[src/rtl/alu_seq_pkg.sv]
// Shared definitions for the sequential ALU: opcode bit positions, FSM states,
// iteration counts and a one-hot test helper.
package alu_seq_pkg;

  localparam int unsigned OP_W   = 12;
  localparam int unsigned OP_ADD = 0;
  localparam int unsigned OP_SUB = 1;
  localparam int unsigned OP_MUL = 2;
  localparam int unsigned OP_DIV = 3;
  localparam int unsigned OP_SHR = 4;
  localparam int unsigned OP_SHL = 5;
  localparam int unsigned OP_ROR = 6;
  localparam int unsigned OP_ROL = 7;
  localparam int unsigned OP_AND = 8;
  localparam int unsigned OP_OR  = 9;
  localparam int unsigned OP_NEG = 10;
  localparam int unsigned OP_NOT = 11;

  localparam int unsigned MUL_ITER = 16;
  localparam int unsigned DIV_ITER = 32;

  typedef enum logic [2:0] {
    IDLE,
    EXEC,
    MUL,
    DIV,
    DONE
  } state_e;

  function automatic logic is_onehot(input logic [OP_W-1:0] v);
    return (v != '0) && ((v & (v - 12'd1)) == '0);
  endfunction

endpackage

[src/rtl/alu_seq_if.sv]
// Request/response bundle of the sequential ALU; master drives requests,
// slave (the ALU) returns registered results.
interface alu_seq_if;
  logic        in_valid;
  logic        in_ready;
  logic [11:0] alu_op;
  logic [31:0] op_a;
  logic [31:0] op_b;
  logic        out_valid;
  logic        out_ready;
  logic [31:0] zlow;
  logic [31:0] zhigh;
  logic        op_err;

  modport master (
    output in_valid, alu_op, op_a, op_b, out_ready,
    input  in_ready, out_valid, zlow, zhigh, op_err
  );

  modport slave (
    input  in_valid, alu_op, op_a, op_b, out_ready,
    output in_ready, out_valid, zlow, zhigh, op_err
  );
endinterface

[src/rtl/alu_seq_muldiv.sv]
// Iterative engine: signed radix-4 Booth multiply (16 steps) and, when
// ALU_SEQ_DIV_EN is defined, unsigned restoring divide (32 steps).
module alu_seq_muldiv
  import alu_seq_pkg::*;
(
  input  logic        clk,
  input  logic        rst_n,
  input  logic        start_i,
  input  logic        mode_i,
  input  logic [31:0] a_i,
  input  logic [31:0] b_i,
  output logic        done_o,
  output logic [63:0] result_o
);

  logic        busy_q, busy_d;
  logic        done_q, done_d;
  logic [5:0]  cnt_q, cnt_d;
  logic [63:0] acc_q, acc_d;
  logic [63:0] mcand_q, mcand_d;
  logic [32:0] mq_q, mq_d;
  logic [63:0] pp;
  logic [5:0]  last;
  logic        go;
`ifdef ALU_SEQ_DIV_EN
  logic        mode_q, mode_d;
  logic [32:0] sh, diff;

  assign go = start_i;
`else
  assign go = start_i & ~mode_i;
`endif

  always_comb begin
    busy_d  = busy_q;
    done_d  = 1'b0;
    cnt_d   = cnt_q;
    acc_d   = acc_q;
    mcand_d = mcand_q;
    mq_d    = mq_q;
    pp      = '0;
`ifdef ALU_SEQ_DIV_EN
    mode_d  = mode_q;
    sh      = '0;
    diff    = '0;
    last    = mode_q ? 6'(DIV_ITER - 1) : 6'(MUL_ITER - 1);
`else
    last    = 6'(MUL_ITER - 1);
`endif
    if (go) begin
      busy_d = 1'b1;
      cnt_d  = '0;
`ifdef ALU_SEQ_DIV_EN
      mode_d = mode_i;
      // Divide keeps remainder:quotient in acc; divisor sits in mcand[31:0].
      if (mode_i) begin
        acc_d   = {32'd0, a_i};
        mcand_d = {32'd0, b_i};
        mq_d    = '0;
      end else
`endif
      begin
        acc_d   = '0;
        mcand_d = {{32{a_i[31]}}, a_i};
        mq_d    = {b_i, 1'b0};
      end
    end else if (busy_q) begin
      cnt_d = cnt_q + 6'd1;
      if (cnt_q == last) begin
        busy_d = 1'b0;
        done_d = 1'b1;
      end
`ifdef ALU_SEQ_DIV_EN
      // A zero divisor never borrows, so quotient saturates to all ones and
      // the dividend shifts through unchanged into the remainder.
      if (mode_q) begin
        sh   = {acc_q[63:32], acc_q[31]};
        diff = sh - {1'b0, mcand_q[31:0]};
        if (!diff[32]) acc_d = {diff[31:0], acc_q[30:0], 1'b1};
        else           acc_d = {sh[31:0],   acc_q[30:0], 1'b0};
      end else
`endif
      begin
        case (mq_q[2:0])
          3'b001, 3'b010: pp = mcand_q;
          3'b011:         pp = mcand_q << 1;
          3'b100:         pp = -(mcand_q << 1);
          3'b101, 3'b110: pp = -mcand_q;
          default:        pp = '0;
        endcase
        acc_d   = acc_q + pp;
        mcand_d = mcand_q << 2;
        mq_d    = {{2{mq_q[32]}}, mq_q[32:2]};
      end
    end
  end

  always_ff @(posedge clk or negedge rst_n) begin
    if (!rst_n) begin
      busy_q  <= 1'b0;
      done_q  <= 1'b0;
      cnt_q   <= '0;
      acc_q   <= '0;
      mcand_q <= '0;
      mq_q    <= '0;
`ifdef ALU_SEQ_DIV_EN
      mode_q  <= 1'b0;
`endif
    end else begin
      busy_q  <= busy_d;
      done_q  <= done_d;
      cnt_q   <= cnt_d;
      acc_q   <= acc_d;
      mcand_q <= mcand_d;
      mq_q    <= mq_d;
`ifdef ALU_SEQ_DIV_EN
      mode_q  <= mode_d;
`endif
    end
  end

  assign done_o   = done_q;
  assign result_o = acc_q;

endmodule

[src/rtl/alu_seq.sv]
// Sequential ALU top: request FSM, single-cycle ops and registered result.
// Divide support depends on ALU_SEQ_DIV_EN; otherwise DIV reports op_err.
module alu_seq
  import alu_seq_pkg::*;
(
  input  logic       clock,
  input  logic       clear_n,
  alu_seq_if.slave   bus
);

  state_e          state_q, state_d;
  logic [OP_W-1:0] op_q, op_d;
  logic [31:0]     a_q, a_d, b_q, b_d;
  logic [31:0]     zlow_q, zlow_d, zhigh_q, zhigh_d;
  logic            err_q, err_d;

  logic        md_start, md_mode, md_done;
  logic [63:0] md_result;

  logic [31:0] ex_lo, ex_hi, neg_b;
  logic        ex_err;
  logic [32:0] sum;
  logic [63:0] rot;

  alu_seq_muldiv u_muldiv (
    .clk      (clock),
    .rst_n    (clear_n),
    .start_i  (md_start),
    .mode_i   (md_mode),
    .a_i      (bus.op_a),
    .b_i      (bus.op_b),
    .done_o   (md_done),
    .result_o (md_result)
  );

  always_comb begin
    ex_lo  = '0;
    ex_hi  = '0;
    ex_err = 1'b0;
    sum    = '0;
    rot    = '0;
    neg_b  = ~b_q + 32'd1;
    if (!is_onehot(op_q)) begin
      ex_err = 1'b1;
    end else begin
      unique case (1'b1)
        op_q[OP_ADD]: begin
          sum   = {1'b0, a_q} + {1'b0, b_q};
          ex_lo = sum[31:0];
          ex_hi = {31'd0, sum[32]};
        end
        op_q[OP_SUB]: begin
          sum   = {1'b0, a_q} + {1'b0, neg_b};
          ex_lo = sum[31:0];
          ex_hi = {31'd0, sum[32]};
        end
        op_q[OP_SHR]: ex_lo = (|b_q[31:5]) ? '0 : a_q >> b_q[4:0];
        op_q[OP_SHL]: ex_lo = (|b_q[31:5]) ? '0 : a_q << b_q[4:0];
        op_q[OP_ROR]: begin
          rot   = {a_q, a_q} >> b_q[4:0];
          ex_lo = rot[31:0];
        end
        op_q[OP_ROL]: begin
          rot   = {a_q, a_q} << b_q[4:0];
          ex_lo = rot[63:32];
        end
        op_q[OP_AND]: ex_lo = a_q & b_q;
        op_q[OP_OR]:  ex_lo = a_q | b_q;
        op_q[OP_NEG]: ex_lo = neg_b;
        op_q[OP_NOT]: ex_lo = ~b_q;
        default:      ex_err = 1'b1;
      endcase
    end
  end

  always_comb begin
    state_d  = state_q;
    op_d     = op_q;
    a_d      = a_q;
    b_d      = b_q;
    zlow_d   = zlow_q;
    zhigh_d  = zhigh_q;
    err_d    = err_q;
    md_start = 1'b0;
    md_mode  = 1'b0;
    unique case (state_q)
      IDLE: begin
        if (bus.in_valid) begin
          op_d = bus.alu_op;
          a_d  = bus.op_a;
          b_d  = bus.op_b;
          if (is_onehot(bus.alu_op) && bus.alu_op[OP_MUL]) begin
            state_d  = MUL;
            md_start = 1'b1;
`ifdef ALU_SEQ_DIV_EN
          end else if (is_onehot(bus.alu_op) && bus.alu_op[OP_DIV]) begin
            state_d  = DIV;
            md_start = 1'b1;
            md_mode  = 1'b1;
`endif
          end else begin
            state_d = EXEC;
          end
        end
      end
      EXEC: begin
        zlow_d  = ex_lo;
        zhigh_d = ex_hi;
        err_d   = ex_err;
        state_d = DONE;
      end
      MUL, DIV: begin
        if (md_done) begin
          zlow_d  = md_result[31:0];
          zhigh_d = md_result[63:32];
          err_d   = 1'b0;
          state_d = DONE;
        end
      end
      DONE: begin
        if (bus.out_ready) state_d = IDLE;
      end
      default: state_d = IDLE;
    endcase
  end

  always_ff @(posedge clock or negedge clear_n) begin
    if (!clear_n) begin
      state_q <= IDLE;
      op_q    <= '0;
      a_q     <= '0;
      b_q     <= '0;
      zlow_q  <= '0;
      zhigh_q <= '0;
      err_q   <= 1'b0;
    end else begin
      state_q <= state_d;
      op_q    <= op_d;
      a_q     <= a_d;
      b_q     <= b_d;
      zlow_q  <= zlow_d;
      zhigh_q <= zhigh_d;
      err_q   <= err_d;
    end
  end

  assign bus.in_ready  = (state_q == IDLE);
  assign bus.out_valid = (state_q == DONE);
  assign bus.zlow      = zlow_q;
  assign bus.zhigh     = zhigh_q;
  assign bus.op_err    = err_q;

endmodule
[src/flat_wrapper.sv]
// flat-port wrapper written by rule: the top's interface ports become plain ports
module alu_seq_flat import alu_seq_pkg::*;
  (clock, clear_n, bus_in_valid, bus_alu_op, bus_op_a, bus_op_b, bus_out_ready, bus_in_ready, bus_out_valid, bus_zlow, bus_zhigh, bus_op_err);
  alu_seq_if bus_i ();
  input  logic clock;
  input  logic clear_n;
  input wire logic [$bits(bus_i.in_valid)-1:0] bus_in_valid;
  input wire logic [$bits(bus_i.alu_op)-1:0] bus_alu_op;
  input wire logic [$bits(bus_i.op_a)-1:0] bus_op_a;
  input wire logic [$bits(bus_i.op_b)-1:0] bus_op_b;
  input wire logic [$bits(bus_i.out_ready)-1:0] bus_out_ready;
  output wire logic [$bits(bus_i.in_ready)-1:0] bus_in_ready;
  output wire logic [$bits(bus_i.out_valid)-1:0] bus_out_valid;
  output wire logic [$bits(bus_i.zlow)-1:0] bus_zlow;
  output wire logic [$bits(bus_i.zhigh)-1:0] bus_zhigh;
  output wire logic [$bits(bus_i.op_err)-1:0] bus_op_err;
  assign bus_i.in_valid = bus_in_valid;
  assign bus_i.alu_op = bus_alu_op;
  assign bus_i.op_a = bus_op_a;
  assign bus_i.op_b = bus_op_b;
  assign bus_i.out_ready = bus_out_ready;
  assign bus_in_ready = bus_i.in_ready;
  assign bus_out_valid = bus_i.out_valid;
  assign bus_zlow = bus_i.zlow;
  assign bus_zhigh = bus_i.zhigh;
  assign bus_op_err = bus_i.op_err;
  alu_seq u_core (.clock(clock), .clear_n(clear_n), .bus(bus_i));
endmodule
[config.mk]
export PLATFORM = sky130hd
export DESIGN_NAME = alu_seq_flat
export DESIGN_NICKNAME = d
export VERILOG_FILES = /design/src/rtl/alu_seq_pkg.sv /design/src/rtl/alu_seq_if.sv /design/src/rtl/alu_seq_muldiv.sv /design/src/rtl/alu_seq.sv /design/src/flat_wrapper.sv
export SDC_FILE = /design/constraint.sdc
export NUM_CORES = 2
export LEC_CHECK = 0
export CAP_MARGIN = 10
export CORE_ASPECT_RATIO = 2
export CORE_MARGIN = 8
export CORE_UTILIZATION = 63
export CTS_BUF_LIST = sky130_fd_sc_hd__clkbuf_8 sky130_fd_sc_hd__clkbuf_16
export CTS_CLUSTER_DIAMETER = 200
export DETAILED_ROUTE_END_ITERATION = 8
export PLACE_DENSITY = 0.83
export SETUP_SLACK_MARGIN = 0.2
export SYNTH_ARGS = -nofsm -noshare
export SYNTH_HDL_FRONTEND = slang
export SYNTH_SLANG_ARGS = --single-unit
[constraint.sdc]
create_clock -name clock -period 6.41 [get_ports clock]
set_input_delay 1.282 -clock clock [delete_from_list [all_inputs] [get_ports clock]]
set_output_delay 1.282 -clock clock [all_outputs]
set_load 0.03 [all_outputs]
==> Word-level counts from Yosys, hierarchy flattened <==
Cells that the tools add are included.
{ "word_totals": {"regBits": 313, "in_bits": 80, "out_inout_bits": 67, "word_cells": 103} }
{ "op_classes": {"n_addsub": 9, "eq_ne": 14, "n_shift": 4, "n_mux": 39, "bitwise": 5, "reduce_logical": 18} }
{ "op_table": {"columns": ["operator", "count"], "rows": [
  ["64-bit two-way mux", 6],
  ["32-bit case mux with 10 select lines", 1],
  ["64-bit case mux with 4 select lines", 1],
  ["32-bit two-way mux", 7],
  ["64-bit negator", 2],
  ["32-bit case mux with 2 select lines", 2],
  ["32-bit by 32-bit adder with 33-bit output", 2],
  ["64-bit adder", 1],
  ["64-bit by 5-bit left shift with 64-bit output", 1],
  ["64-bit by 5-bit >> shifter with 32-bit output", 1],
  ["33-bit two-way mux", 1],
  ["32-bit by 1-bit adder with 32-bit output (second input constant)", 1],
  ["32-bit bitwise AND", 1],
  ["32-bit NOT", 1],
  ["32-bit OR", 1],
  ["32-bit by 5-bit left shift with 32-bit output", 1],
  ["32-bit by 5-bit >> shifter with 32-bit output", 1],
  ["27-bit OR reduction", 1],
  ["12-bit bitwise AND", 2],
  ["12-bit logical NOT", 2],
  ["12-bit nonzero test", 2],
  ["12-bit by 1-bit subtractor with 12-bit output (second input constant)", 2],
  ["3-bit by 2-bit == test with 1-bit output (second input constant)", 4],
  ["3-bit == test (second input constant)", 4],
  ["17 further kinds", 41]
]} }

==> Depth between registers and ports, before layout <==
{ "depth": {"depth_word": 12, "ltp_mapped": 26, "ltp_nobuf": 25} }

==> Modules after synthesis <==
A second synthesis with hierarchy kept.
{ "unflattened": {"cells_unflattened": 4022, "area_unflattened_um2": 31745.4} }
{ "modules_own_cells": {"columns": ["mod", "n_inst", "cells_each", "area_per_inst_um2"], "rows": [
  ["alu_seq", 1, 2129, 16842.4],
  ["alu_seq_muldiv", 1, 1893, 14903.0]
]} }

==> Worst setup path after synthesis <==
OpenSTA, ideal clock, no wires.
{ "synth_path": {"path_type": "flip-flop to flip-flop", "start": "register u_core.b_q[0]", "end": "register u_core.zlow_q[26], in the netlist u_core.bus.zlow[26]", "setup_ps": 83, "arrival_ps": 5674, "slack_ps": 653, "path_stages_with_launch": 22, "n_path_buf": 4, "period_less_slack_ps": 5757, "path_cell_list": "dfrtp_1 > clkbuf_1 > buf_2 > buf_1 > clkbuf_1 > inv_1 > ha_1 > nor4b_1 > nand3_1 > or3_1 > or3_1 > or3_1 > xnor2_1 > ha_1 > o21ai_0 > nand2b_1 > a21oi_1 > o31ai_1 > a22oi_1 > or4b_2 > and3_1 > o22ai_1"} }
{ "synth_via": {"elab_chain_len": 6} }
{ "synth_rtl": {"columns": ["item", "line", "source"], "rows": [
  ["start, declared", "alu_seq.sv:13", "logic [31:0] a_q, a_d, b_q, b_d;"],
  ["start signal, assigned", "alu_seq.sv:132", "b_q <= '0;"],
  ["start signal, assigned", "alu_seq.sv:140", "b_q <= b_d;"],
  ["32-bit NOT", "alu_seq.sv:42", "neg_b = ~b_q + 32'd1;"],
  ["32-bit by 1-bit adder with 32-bit output", "alu_seq.sv:42", null],
  ["32-bit by 32-bit adder with 33-bit output", "alu_seq.sv:53", "sum = {1'b0, a_q} + {1'b0, neg_b};"],
  ["32-bit case mux with 10 select lines (*)", "alu_seq.sv:46", "unique case (1'b1)"],
  ["32-bit two-way mux (*)", "alu_seq.sv:43", "if (!is_onehot(op_q)) begin"],
  ["32-bit case mux with 2 select lines (*)", "alu_seq.sv:86", "unique case (state_q)"],
  ["end signal, assigned", "alu_seq.sv:141", "zlow_q <= zlow_d;"],
  ["end, declared", "alu_seq.sv:14", "logic [31:0] zlow_q, zlow_d, zhigh_q, zhigh_d;"]
]} }
Mark *: on every way between the ends. The rest lies on a longest branch, timed or not.
A chain may end at the register's enable or synchronous reset.

==> Worst setup path in the final report <==
{ "layout_path": {"start": "register u_core.u_muldiv.mcand_q[13]", "end": "register u_core.u_muldiv.acc_q[61], in the netlist u_core.u_muldiv.result_o[61]"} }
{ "layout_via": {"elab_chain_len": 7} }
{ "layout_rtl": {"columns": ["item", "line", "source"], "rows": [
  ["start, declared", "alu_seq_muldiv.sv:20", "logic [63:0] mcand_q, mcand_d;"],
  ["start signal, assigned", "alu_seq_muldiv.sv:114", "mcand_q <= mcand_d;"],
  ["64-bit negator (on tied branches)", "alu_seq_muldiv.sv:88, alu_seq_muldiv.sv:87", null],
  ["64-bit case mux with 4 select lines (*)", "alu_seq_muldiv.sv:84", "case (mq_q[2:0])"],
  ["64-bit two-way mux (*)", "alu_seq_muldiv.sv:67", "end else if (busy_q) begin"],
  ["64-bit two-way mux (*)", "alu_seq_muldiv.sv:50", "if (go) begin"],
  ["64-bit adder (*)", "alu_seq_muldiv.sv:91", "acc_d = acc_q + pp;"],
  ["64-bit two-way mux (*)", "alu_seq_muldiv.sv:67", null],
  ["64-bit two-way mux (*)", "alu_seq_muldiv.sv:50", null],
  ["end signal, assigned", "alu_seq_muldiv.sv:103", "acc_q <= '0;"],
  ["end signal, assigned", "alu_seq_muldiv.sv:113", "acc_q <= acc_d;"],
  ["end, declared", "alu_seq_muldiv.sv:19", "logic [63:0] acc_q, acc_d;"]
]} }
Mark *: on every way between the ends. The rest lies on a longest branch, timed or not. The select of a mux whose other input is x is not followed.

==> run metrics <==
Reg clk slew, reported paths=roughly 0.070 ns; initial antenna violation count=3; Leakage=between 10 and 15 nW; Seq/Total Area, Yosys=0.258; top-count cell post-synth=nand2_1; Hold Crit Start=u_core.bus.zhigh[23]$_DFFE_PN0P_; worst reg-to-reg path cell count=20; synth top area cells=dfrtp_1 26%, ha_1 6.7%, nand2_1 6.5%, mux2i_1 5.9%, o21ai_0 5.8%; fillers=between 3000 and 4000; sequential share of power=0.197; Max-slew headroom=0.216; sw frac=0.553; DIE WIDTH=171 um; Hold Path Stages=2; EDFF count, synth=0; fin area=33200 um2; worst skew pair latency=roughly 0.62 ns; fin cells=4584; Final min period=5.97 ns; RSZ-0062 raised after global routing=yes; Power Density=491 nW/um2; RR Startpoint=u_core.u_muldiv.mcand_q[13]$_DFFE_PN0P_; Worst Path Required=about 7 ns; # hold bufs at CTS=0; Yosys top cell area share=0.258; initial DRC count=about 5000; FF+latch count, synth=313; max-cap violation count=0; input/output buffers=around 150; Clk pwr share=0.114; status=complete, no violations; WP data arrival=6.45 ns; first-pass GRT wire length=around 190000 um; Int Power=7.27 mW; clock buffer count from CTS=29; routability cong.=1.10; routed len/inst=roughly 27 um; # rows=~110; Setup CP Type=reg2reg; clk buf depth=3; flop-to-flop setup slack=0.44 ns; Worst-Margin Slew=about 1.2 ns; Area Growth Syn to Fin=9.17%; Detailed Place HPWL=between 90000 and 100000 um; mapped cell area=approximately 30000 um2; area leader, netlist=dfrtp_1; setup_tns=0 ns; Compound-Gate Fraction of Synth Area=0.248; die area=around 56000 um2; setup violators final=0; vias in the first global route=between 30000 and 40000; synth cell count leaders=526 x nand2_1, 460 x nor2_1, 354 x o21ai_0; # IOs=roughly 150; main combinational cell family by area after synthesis=compound AO/OA/AOI/OAI gates; crit share post-route=0.932; Post-Synth XOR/XNOR Area=0.0625; fmax=approximately 0.17 GHz; final layout net count=between 4000 and 5000; Setup crit end kind=register; count of different cell masters after synthesis=92; fraction of the mapped netlist area in adder cells=0.0687; WL final=approximately 130000 um; Initial Utilization=0.634; Final Hold Vio Count=0; Clock Sinks=313; total congestion overflow=0; largest net degree at the start of global routing=139; Sw Pwr=9.00 mW; max-slew violations=0; Combinational Power Share=0.690; placed inst area=roughly 32000 um2; Clock Tree Root=clkbuf_16; Avg Inst Size Synth=7.64 um2; WHS Endpoint=u_core.bus.zhigh[23]$_DFFE_PN0P_; Ys Warns=0; Synthesized Nets=4222; layout cells sized above 1=0.0672; CP Max Fanout=8; fraction of registers with async set/reset=1.00; Synth Flop Type=dfrtp_1; Core Region=47900 um2; post-route ant nets=0; crit start category=register; clock skew=about 0.033 ns; Die Y=roughly 330 um; DRT Pass-1 Iters=9; DR vias/cell=~7; reg-to-reg critical path endpoint=u_core.u_muldiv.result_o[61]$_DFFE_PN0P_; maximum VDD drop=just over 0.0007 V; Worst Hold Class=reg2reg; final core utilization=0.692; Syn Inst Count=about 4000; Inst Count DP=approximately 4500; mux contribution to synthesized area=0.108; Residual DRC=0; H-tree depth=1; Simple-Gate Fraction of Synth Area=0.203; overall routing resource usage=0.438; CTS tree=done; vias=around 33000
==> worst max-delay path by stage <==
stage	start	end	slack, ns	depth (start not counted)
2_1_floorplan	u_core.b_q[0]$_DFFE_PN0P_	u_core.bus.zlow[26]$_DFFE_PN0P_	0.65	21
4_1_cts	u_core.u_muldiv.mcand_q[13]$_DFFE_PN0P_	u_core.u_muldiv.result_o[63]$_DFFE_PN0P_	0.22	20
6_report	u_core.u_muldiv.mcand_q[13]$_DFFE_PN0P_	u_core.u_muldiv.result_o[61]$_DFFE_PN0P_	0.44	20
3_3_place_gp	u_core.u_muldiv.mcand_q[13]$_DFFE_PN0P_	u_core.u_muldiv.result_o[63]$_DFFE_PN0P_	0.38	20
3_5_place_dp	u_core.u_muldiv.mcand_q[13]$_DFFE_PN0P_	u_core.u_muldiv.result_o[63]$_DFFE_PN0P_	0.24	20
5_1_grt	u_core.u_muldiv.mcand_q[13]$_DFFE_PN0P_	u_core.u_muldiv.result_o[60]$_DFFE_PN0P_	0.17	23
==> metal layers <==
layer  wire [um]  global-route usage  share of wire  vias to the layer above
met4        9870               0.260          0.079                        2
met3       16600              0.0960           0.13                      567
met5          13                   0        0.00010                        -
met2       53200               0.642           0.42                     2661
li1            -                   -              -                    14211
met1       45800               0.585           0.36                    15301
==> cell type report <==
type / count / area [um2] / area share
antenna: 2 / 5.00 / 0.000151
clock buffer: 29 / 726 / 0.0219
clock inverter: 25 / 267 / 0.00803
inverter: 113 / 424 / 0.0128
multi-input combinational: 3244 / 21100 / 0.635
sequential: 313 / 7850 / 0.237
tap: 638 / 798 / 0.0241
timing repair buffer: 220 / 2050 / 0.0617
==> power by group through the flow <==
stage / clock network (mW) / registers [mW] / logic, mW
2_1_floorplan: 0 / 2.83 / 7.25
3_3_place_gp: 0 / 3.11 / 10.6
3_5_place_dp: 0 / 3.14 / 10.6
4_1_cts: 1.85 / 3.10 / 10.7
5_1_grt: 1.92 / 3.17 / 11.8
6_report: 1.85 / 3.20 / 11.2
==> stage by stage <==
step / hold slack (ns) / setup WS [ns] / power (mW)
2_1_floorplan: 0.455 / 0.653 / 10.1
3_3_place_gp: 0.449 / 0.376 / 13.7
3_5_place_dp: 0.461 / 0.245 / 13.8
4_1_cts: 0.476 / 0.224 / 15.7
5_1_grt: 0.501 / 0.169 / 16.9
6_report: 0.473 / 0.438 / 16.3
==> worst max-delay path, cell delays in order (launching register included) <==
cell	delay, ns
dfrtp_1	0.46
or4_4	0.57
or3_4	0.37
or3_4	0.45
nor4_4	0.31
or3b_4	0.47
nor2_4	0.12
nor2_1	0.06
xor2_1	0.16
a221oi_1	0.31
a21oi_1	0.14
ha_4	0.36
nand4_1	0.13
or4b_2	0.66
nand4bb_1	0.22
o211a_1	0.13
nand2_2	0.16
a311oi_4	0.15
o31ai_1	0.35
xnor2_1	0.16
a21oi_1	0.09
==> state kept, by name, indices dropped and copies added, names as in the netlist <==
name / flops
u_core.u_muldiv.mq_q: 33
u_core.u_muldiv.result_o: 64
u_core.bus.zhigh: 32
u_core.u_muldiv.cnt_q: 6
u_core.bus.op_err: 1
u_core.state_q: 3
u_core.op_q: 12
u_core.bus.zlow: 32
u_core.b_q: 32
u_core.u_muldiv.busy_q: 1
u_core.u_muldiv.mcand_q: 64
u_core.u_muldiv.done_o: 1
u_core.a_q: 32
==> layout by cell type (no fill, tap or decap), drive strengths merged, types with 66 or more instances in the layout <==
cell type      netlist  layout
dfrtp              313     313
ha                 162     162
buf                 41      75
mux2i              179     179
inv                110     125
nand2              528     528
clkdlybuf4s50        0     145
a21o                86      86
a21oi              349     349
xnor2              151     151
nand3               83      83
o21ai              356     356
nor2               462     462
xor2                66      66
==> repair_timing <==
action	in CTS	in global routing
setup buffers	0	1
endpoints found under the hold margin	0	0
gates resized for setup	0	14
endpoints found under the setup margin	0	9
==> cells by family after synthesis <==
logic type      Yosys count
simple gates           1386
compound gates         1225
buf+inv                 420
flops                   313
mux                     251
xor+xnor                217
fa+ha+maj               165
No activity file was read; power rests on OpenSTA's default activity.
